--- config.mk ---
export PLATFORM = sky130hd
export DESIGN_NAME = axis_alu_pipe
export DESIGN_NICKNAME = d
export VERILOG_FILES = /design/src/rtl/axis_alu_pipe.sv
export SDC_FILE = /design/constraint.sdc
export NUM_CORES = 1
export LEC_CHECK = 0
export ABC_AREA = 1
export CELL_PAD_IN_SITES_DETAIL_PLACEMENT = 1
export CELL_PAD_IN_SITES_GLOBAL_PLACEMENT = 1
export CORE_MARGIN = 2
export CORE_UTILIZATION = 35
export DETAILED_ROUTE_END_ITERATION = 10
export GPL_TIMING_DRIVEN = 1
export PLACE_DENSITY_LB_ADDON = 0.1
export RECOVER_POWER = 25
export SLEW_MARGIN = 20
export SYNTH_ARGS = -nofsm -noshare
export SYNTH_HDL_FRONTEND = slang
export SYNTH_SLANG_ARGS = --single-unit
--- constraint.sdc ---
create_clock -name clk -period 16.6 [get_ports clk]
set_input_delay 3.32 -clock clk [delete_from_list [all_inputs] [get_ports clk]]
set_output_delay 3.32 -clock clk [all_outputs]
set_load 0.05 [all_outputs]
--- src/rtl/axis_alu_pipe.sv ---
// axis_alu_pipe: per-channel AXI-Stream ALU with opcode per beat,
// configurable pipeline depth, fixed-point round/saturate and a MAC.
// Ports: clk, rst (sync, active-high); s_axis_{op0,op1,opcode,tvalid,
// tlast,tuser} in, s_axis_tready out; m_axis_{tdata,tvalid,tlast,tuser,
// tsat,terr} out, m_axis_tready in. All buses are CHANNELS lanes wide.
module axis_alu_pipe #(
  parameter int OP0_WIDTH   = 16,
  parameter int OP1_WIDTH   = 16,
  parameter int RSLT_WIDTH  = 16,
  parameter int ACC_WIDTH   = 40,
  parameter int CHANNELS    = 1,
  parameter int PIPE_STAGES = 2,
  parameter int FRAC_SHIFT  = 0,
  parameter int LAST_ENABLE = 1,
  parameter int USER_ENABLE = 1,
  parameter int USER_WIDTH  = 1
) (
  input  logic                           clk,
  input  logic                           rst,
  input  logic [CHANNELS*OP0_WIDTH-1:0]  s_axis_op0,
  input  logic [CHANNELS*OP1_WIDTH-1:0]  s_axis_op1,
  input  logic [CHANNELS*3-1:0]          s_axis_opcode,
  input  logic [CHANNELS-1:0]            s_axis_tvalid,
  output logic [CHANNELS-1:0]            s_axis_tready,
  input  logic [CHANNELS-1:0]            s_axis_tlast,
  input  logic [CHANNELS*USER_WIDTH-1:0] s_axis_tuser,
  output logic [CHANNELS*RSLT_WIDTH-1:0] m_axis_tdata,
  output logic [CHANNELS-1:0]            m_axis_tvalid,
  input  logic [CHANNELS-1:0]            m_axis_tready,
  output logic [CHANNELS-1:0]            m_axis_tlast,
  output logic [CHANNELS*USER_WIDTH-1:0] m_axis_tuser,
  output logic [CHANNELS-1:0]            m_axis_tsat,
  output logic [CHANNELS-1:0]            m_axis_terr
);

  localparam int NS = (PIPE_STAGES < 1) ? 1 : PIPE_STAGES;
  // Internal width holds any full-precision result plus rounding.
  localparam int EW = ACC_WIDTH + 1;
  localparam int RS = (FRAC_SHIFT > 0) ? FRAC_SHIFT - 1 : 0;
  localparam logic signed [EW-1:0] RND =
    (FRAC_SHIFT > 0) ? (EW'(1) << RS) : '0;
  localparam logic signed [EW-1:0] SMAX =
    {{(EW-RSLT_WIDTH+1){1'b0}}, {(RSLT_WIDTH-1){1'b1}}};
  localparam logic signed [EW-1:0] SMIN =
    {{(EW-RSLT_WIDTH+1){1'b1}}, {(RSLT_WIDTH-1){1'b0}}};

  if (PIPE_STAGES < 1) begin : g_bad_cfg
    $error("axis_alu_pipe: PIPE_STAGES must be >= 1");
  end

  // Input side stays closed for one cycle after reset drops.
  logic rst_dly_q, rst_dly_d;
  logic quiet;

  always_comb rst_dly_d = rst;

  always_ff @(posedge clk) begin
    rst_dly_q <= rst_dly_d;
  end

  assign quiet = rst || rst_dly_q;

  for (genvar c = 0; c < CHANNELS; c++) begin : g_ch
    logic signed [OP0_WIDTH-1:0] a;
    logic signed [OP1_WIDTH-1:0] b;
    logic [2:0]                  op;
    logic [USER_WIDTH-1:0]       u_in;

    logic [NS-1:0]                 v_q, v_d;
    logic [NS-1:0][RSLT_WIDTH-1:0] dat_q, dat_d;
    logic [NS-1:0]                 lst_q, lst_d;
    logic [NS-1:0]                 sat_q, sat_d;
    logic [NS-1:0]                 err_q, err_d;
    logic [NS-1:0][USER_WIDTH-1:0] usr_q, usr_d;

    logic signed [ACC_WIDTH-1:0] acc_q, acc_d;
    logic                        clr_q, clr_d;

    logic adv, rdy, take;
    logic signed [EW-1:0] ax, bx, pre, rnd_in, rnd_out;
    logic signed [ACC_WIDTH-1:0] prod, acc_base, acc_new;
    logic use_rnd;
    logic [RSLT_WIDTH-1:0] res;
    logic res_sat, res_err;

    assign a    = s_axis_op0[c*OP0_WIDTH +: OP0_WIDTH];
    assign b    = s_axis_op1[c*OP1_WIDTH +: OP1_WIDTH];
    assign op   = s_axis_opcode[c*3 +: 3];
    assign u_in = s_axis_tuser[c*USER_WIDTH +: USER_WIDTH];

    assign adv  = !v_q[NS-1] || m_axis_tready[c];
    assign rdy  = adv && !quiet;
    assign take = s_axis_tvalid[c] && rdy;
    assign s_axis_tready[c] = rdy;

    always_comb begin : p_alu
      ax       = EW'(a);
      bx       = EW'(b);
      prod     = ACC_WIDTH'(ax * bx);
      acc_base = clr_q ? '0 : acc_q;
      acc_new  = acc_base + prod;
      pre      = '0;
      use_rnd  = 1'b0;
      res_err  = 1'b0;
      unique case (op)
        3'd0: pre = ax + bx;
        3'd1: pre = ax - bx;
        3'd2: begin
          pre     = EW'(prod);
          use_rnd = 1'b1;
        end
        3'd3: pre = ax[EW-1] ? -ax : ax;
        3'd4: pre = (bx > ax) ? bx : ax;
        3'd5: pre = (bx < ax) ? bx : ax;
        3'd6: begin
          pre     = EW'(acc_new);
          use_rnd = 1'b1;
        end
        default: res_err = 1'b1;
      endcase
      rnd_in  = pre + RND;
      rnd_out = use_rnd ? (rnd_in >>> FRAC_SHIFT) : pre;
      res_sat = 1'b0;
      if (rnd_out > SMAX) begin
        res     = SMAX[RSLT_WIDTH-1:0];
        res_sat = 1'b1;
      end else if (rnd_out < SMIN) begin
        res     = SMIN[RSLT_WIDTH-1:0];
        res_sat = 1'b1;
      end else begin
        res = rnd_out[RSLT_WIDTH-1:0];
      end
    end

    always_comb begin : p_acc
      acc_d = acc_q;
      clr_d = clr_q;
      if (take && op == 3'd6) begin
        acc_d = acc_new;
        clr_d = (LAST_ENABLE != 0) && s_axis_tlast[c];
      end
    end

    // Whole pipe shifts together; a stalled output freezes it.
    always_comb begin : p_pipe
      v_d   = v_q;
      dat_d = dat_q;
      lst_d = lst_q;
      sat_d = sat_q;
      err_d = err_q;
      usr_d = usr_q;
      if (adv) begin
        for (int i = NS - 1; i > 0; i--) begin
          v_d[i]   = v_q[i-1];
          dat_d[i] = dat_q[i-1];
          lst_d[i] = lst_q[i-1];
          sat_d[i] = sat_q[i-1];
          err_d[i] = err_q[i-1];
          usr_d[i] = usr_q[i-1];
        end
        v_d[0]   = take;
        dat_d[0] = take ? res : '0;
        lst_d[0] = take && s_axis_tlast[c];
        sat_d[0] = take && res_sat;
        err_d[0] = take && res_err;
        usr_d[0] = take ? u_in : '0;
      end
    end

    always_ff @(posedge clk) begin
      if (rst) begin
        v_q   <= '0;
        dat_q <= '0;
        lst_q <= '0;
        sat_q <= '0;
        err_q <= '0;
        usr_q <= '0;
        acc_q <= '0;
        clr_q <= 1'b1;
      end else begin
        v_q   <= v_d;
        dat_q <= dat_d;
        lst_q <= lst_d;
        sat_q <= sat_d;
        err_q <= err_d;
        usr_q <= usr_d;
        acc_q <= acc_d;
        clr_q <= clr_d;
      end
    end

    assign m_axis_tvalid[c] = v_q[NS-1] && !quiet;
    assign m_axis_tdata[c*RSLT_WIDTH +: RSLT_WIDTH] =
      quiet ? '0 : dat_q[NS-1];
    assign m_axis_tlast[c] = !quiet &&
      ((LAST_ENABLE != 0) ? lst_q[NS-1] : 1'b1);
    assign m_axis_tuser[c*USER_WIDTH +: USER_WIDTH] =
      (quiet || USER_ENABLE == 0) ? '0 : usr_q[NS-1];
    assign m_axis_tsat[c] = !quiet && sat_q[NS-1];
    assign m_axis_terr[c] = !quiet && err_q[NS-1];
  end

endmodule

==> results.cfg <==
[outcome]
status = finished, violations left
violations = max-capacitance violations, max-slew violations

[timing]
worst_slack_ns = 3.156
finalHoldViolCount = 0
max_freq_ghz = 0.07438
period_needed_ns = 13.44
slew_headroom_pct = -41.09
finalSetupViolCount = 0
finClkSkew_ns = 0.01409
fin_setup_tns_ns = 0
rsz0062_at_grt = false
timing.final.crit_share_pct = 80.99
whs_ns = 0.4580
worstMarginPinSlew_ns = 2.116
drv_slew = 77

[worst_setup_path]
crit_required_ns = 16.77
r2r-end = g_ch[0].dat_q[5]
worst-r2r-setup-slack_ns = 11.87
arrival_ns = 13.61
critPathKind = in -> reg
r2r_start = g_ch[0].clr_q
startpoint_type = input pin
critPathMaxStageDelay_ns = 0.67
r2r_cells = 24
cp_max_fo = 31
cp-end-kind = flop
crit_path_frequent_cell = nand2_1
slowest_stage = ha_1

[logic_synthesis]
synthCells = 3419
syn_area_per_cell_um2 = 6.266
synth_flop_cell = dfxtp_1
synth_edf_count = 0
synthArstFlopShare_pct = 0
yosysSeqAreaShare_pct = 7.850
synth_fp_nets = 3880
yosysUniqueCellTypes = 51
synth-seq-cells = 84
yosysWarnings = 0
netlist_area_um2 = 21420

[cts]
clk_pin_slew_ns = 0.08
cts_buffer_depth = 2
htree_levels = 3
clk-insertion-delay-late_ns = 0.38
cts_setup_buffers = 0
cts.root.buffer_cell = clkbuf_16
cts_sinks = 84
cts_tree = done
cts_hold_buf = 0
cts_resized = 0
cts_buffers = 9

[grt]
grt_max_degree = 64
grt_antenna_before_repair = 1
grt_overflow_total = 0
grt_use_total_pct = 27.43
grt_pass1_wl_um = 133700
grt_pass1_vias = 22860

[die]
chipHeight_um = 251.4
die_x_um = 251.4
boundaryPins = 63
initial_core_util_pct = 35.43
core_um2 = 60470
die_area_um2 = 63200
rows = 90

[placed_design]
place_ws_ns = 2.900
place_hpwl_um = 70520
place_congestion = 0.9618
placed_cell_area_um2 = 22820
portBuffers = 62

[route]
ant_nets = 0
vias_per_cell = 5.087
wl_per_cell_um = 20.20
vias = 21340
drc = 0
wirelength_um = 84730
firstDrtPassIters = 5
drtIter0Drc = 1250

[worst_hold_path]
whs_path_depth = 2
hold_path_end = g_ch[0].dat_q[24]
holdCritStartpoint = g_ch[0].dat_q[24]
hold_path_class = reg -> reg

[final_layout]
area_growth_pct = 8.083
final_net_count = 3869
n_antenna_cell = 0
drive_gt1_share_pct = 2.989
design_area_um2 = 23150

[job]
maxCapViolCount = 2
==> cells in the mapped netlist (8+ instances only) <==
library cell | instances | share of area, %
nand2_1 | 968 | 17
inv_1 | 862 | 15
fa_1 | 265 | 25
nor2_1 | 237 | 4.2
nand3_1 | 181 | 4.2
a21oi_1 | 161 | 3.8
ha_1 | 155 | 9.1
o21ai_0 | 103 | 2.4
clkbuf_1 | 89 | 1.6
dfxtp_1 | 84 | 7.8
nand4_1 | 42 | 1.2
o211ai_1 | 40 | 1.4
nor3_1 | 34 | 0.79
xor2_1 | 20 | 0.82
nand3b_1 | 19 | 0.67
and2_1 | 17 | 0.50
buf_1 | 15 | 0.26
buf_2 | 13 | 0.30
xnor2_1 | 11 | 0.45
a21oi_2 | 8 | 0.33
inv_2 | 8 | 0.14
o21bai_1 | 8 | 0.28
==> worst max-delay path, delay by kind of cell <==
family / cells / cell delay [ns]
AO/OA/AOI/OAI: 1 / 0.09
buffers and inverters: 8 / 1.81
adder cells (fa/ha/maj): 8 / 4.25
AND/OR/NAND/NOR: 23 / 4.08
==> metrics by stage <==
stage                     instances  util, %
after floorplan                3419        -
after global placement         4178    37.74
after detailed placement       4178    37.74
after CTS                      4194    38.26
after global routing           4195    38.29
final                          4195    38.29
==> logic make-up after synthesis <==
| family | after synthesis | synth area share, % |
|---|---|---|
| flops | 84 | 7.850 |
| simple gates | 1531 | 29.86 |
| buf+inv | 997 | 17.73 |
| xor+xnor | 31 | 1.267 |
| compound gates | 356 | 9.485 |
| fa+ha+maj | 420 | 33.82 |
==> worst max path at each step <==
stage	from	to	slack [ns]	cells after the start
after floorplan	s_axis_op0[15]	g_ch[0].dat_q[11]	5.31	43
after global placement	s_axis_op0[15]	g_ch[0].dat_q[7]	2.93	40
after detailed placement	s_axis_op0[15]	g_ch[0].dat_q[11]	2.90	40
after CTS	s_axis_op0[15]	g_ch[0].dat_q[6]	3.25	40
after global routing	s_axis_op0[15]	g_ch[0].dat_q[6]	2.32	40
final	s_axis_op0[15]	g_ch[0].dat_q[5]	3.16	40
==> cells in the final DEF (no fill, tap or decap), drive strengths merged, types with 2 or more instances in the layout <==
| cell type | count |
|---|---|
| clkinv | 3 |
| nor2 | 242 |
| nor4 | 2 |
| a21oi | 169 |
| fa | 265 |
| o211ai | 40 |
| nor3 | 39 |
| nand2 | 978 |
| nand3 | 185 |
| buf | 39 |
| clkdlybuf4s50 | 61 |
| a221oi | 3 |
| a311oi | 3 |
| o2111ai | 2 |
| or2 | 5 |
| o21a | 3 |
| nand3b | 19 |
| xnor2 | 11 |
| o221ai | 4 |
| and2 | 17 |
| o21ai | 104 |
| ha | 155 |
| a211oi | 5 |
| a31oi | 4 |
| and3 | 2 |
| dfxtp | 84 |
| inv | 874 |
| nand4 | 42 |
| xor2 | 20 |
| o21bai | 8 |
| clkbuf | 12 |
| a21o | 6 |
==> flip-flops by register name (all words and copies together) (netlist names) <==
signal and flops:
g_ch.sat_q 2, g_ch.acc_q 40, g_ch.dat_q 32, g_ch.v_q 2, g_ch.usr_q 2, rst_dly_q 1, g_ch.lst_q 2, g_ch.clr_q 1
g_ch.err_q 2
==> layer usage <==
| metal | GRT usage, % | share of wire [%] | up-vias |
|---|---|---|---|
| met5 | 0 | 0.011 | - |
| met4 | 5.476 | 2.1 | 2 |
| met3 | 3.189 | 3.6 | 85 |
| met2 | 46.16 | 47 | 377 |
| met1 | 37.95 | 48 | 10670 |
| li1 | - | - | 10200 |
==> cell type report <==
class | count | area [um2]
fillers | 8002 | 37320
multi-input cells | 2338 | 15970
inverters | 872 | 3273
clock buffers | 10 | 239.0
flip-flops and latches | 84 | 1682
clock inverters | 6 | 76.32
repair buffers | 103 | 940.9
well taps | 782 | 978.4
Power is left out: the tool's default activity adds up to more than one toggle a clock period on the data nets, which glitch-free logic cannot reach.
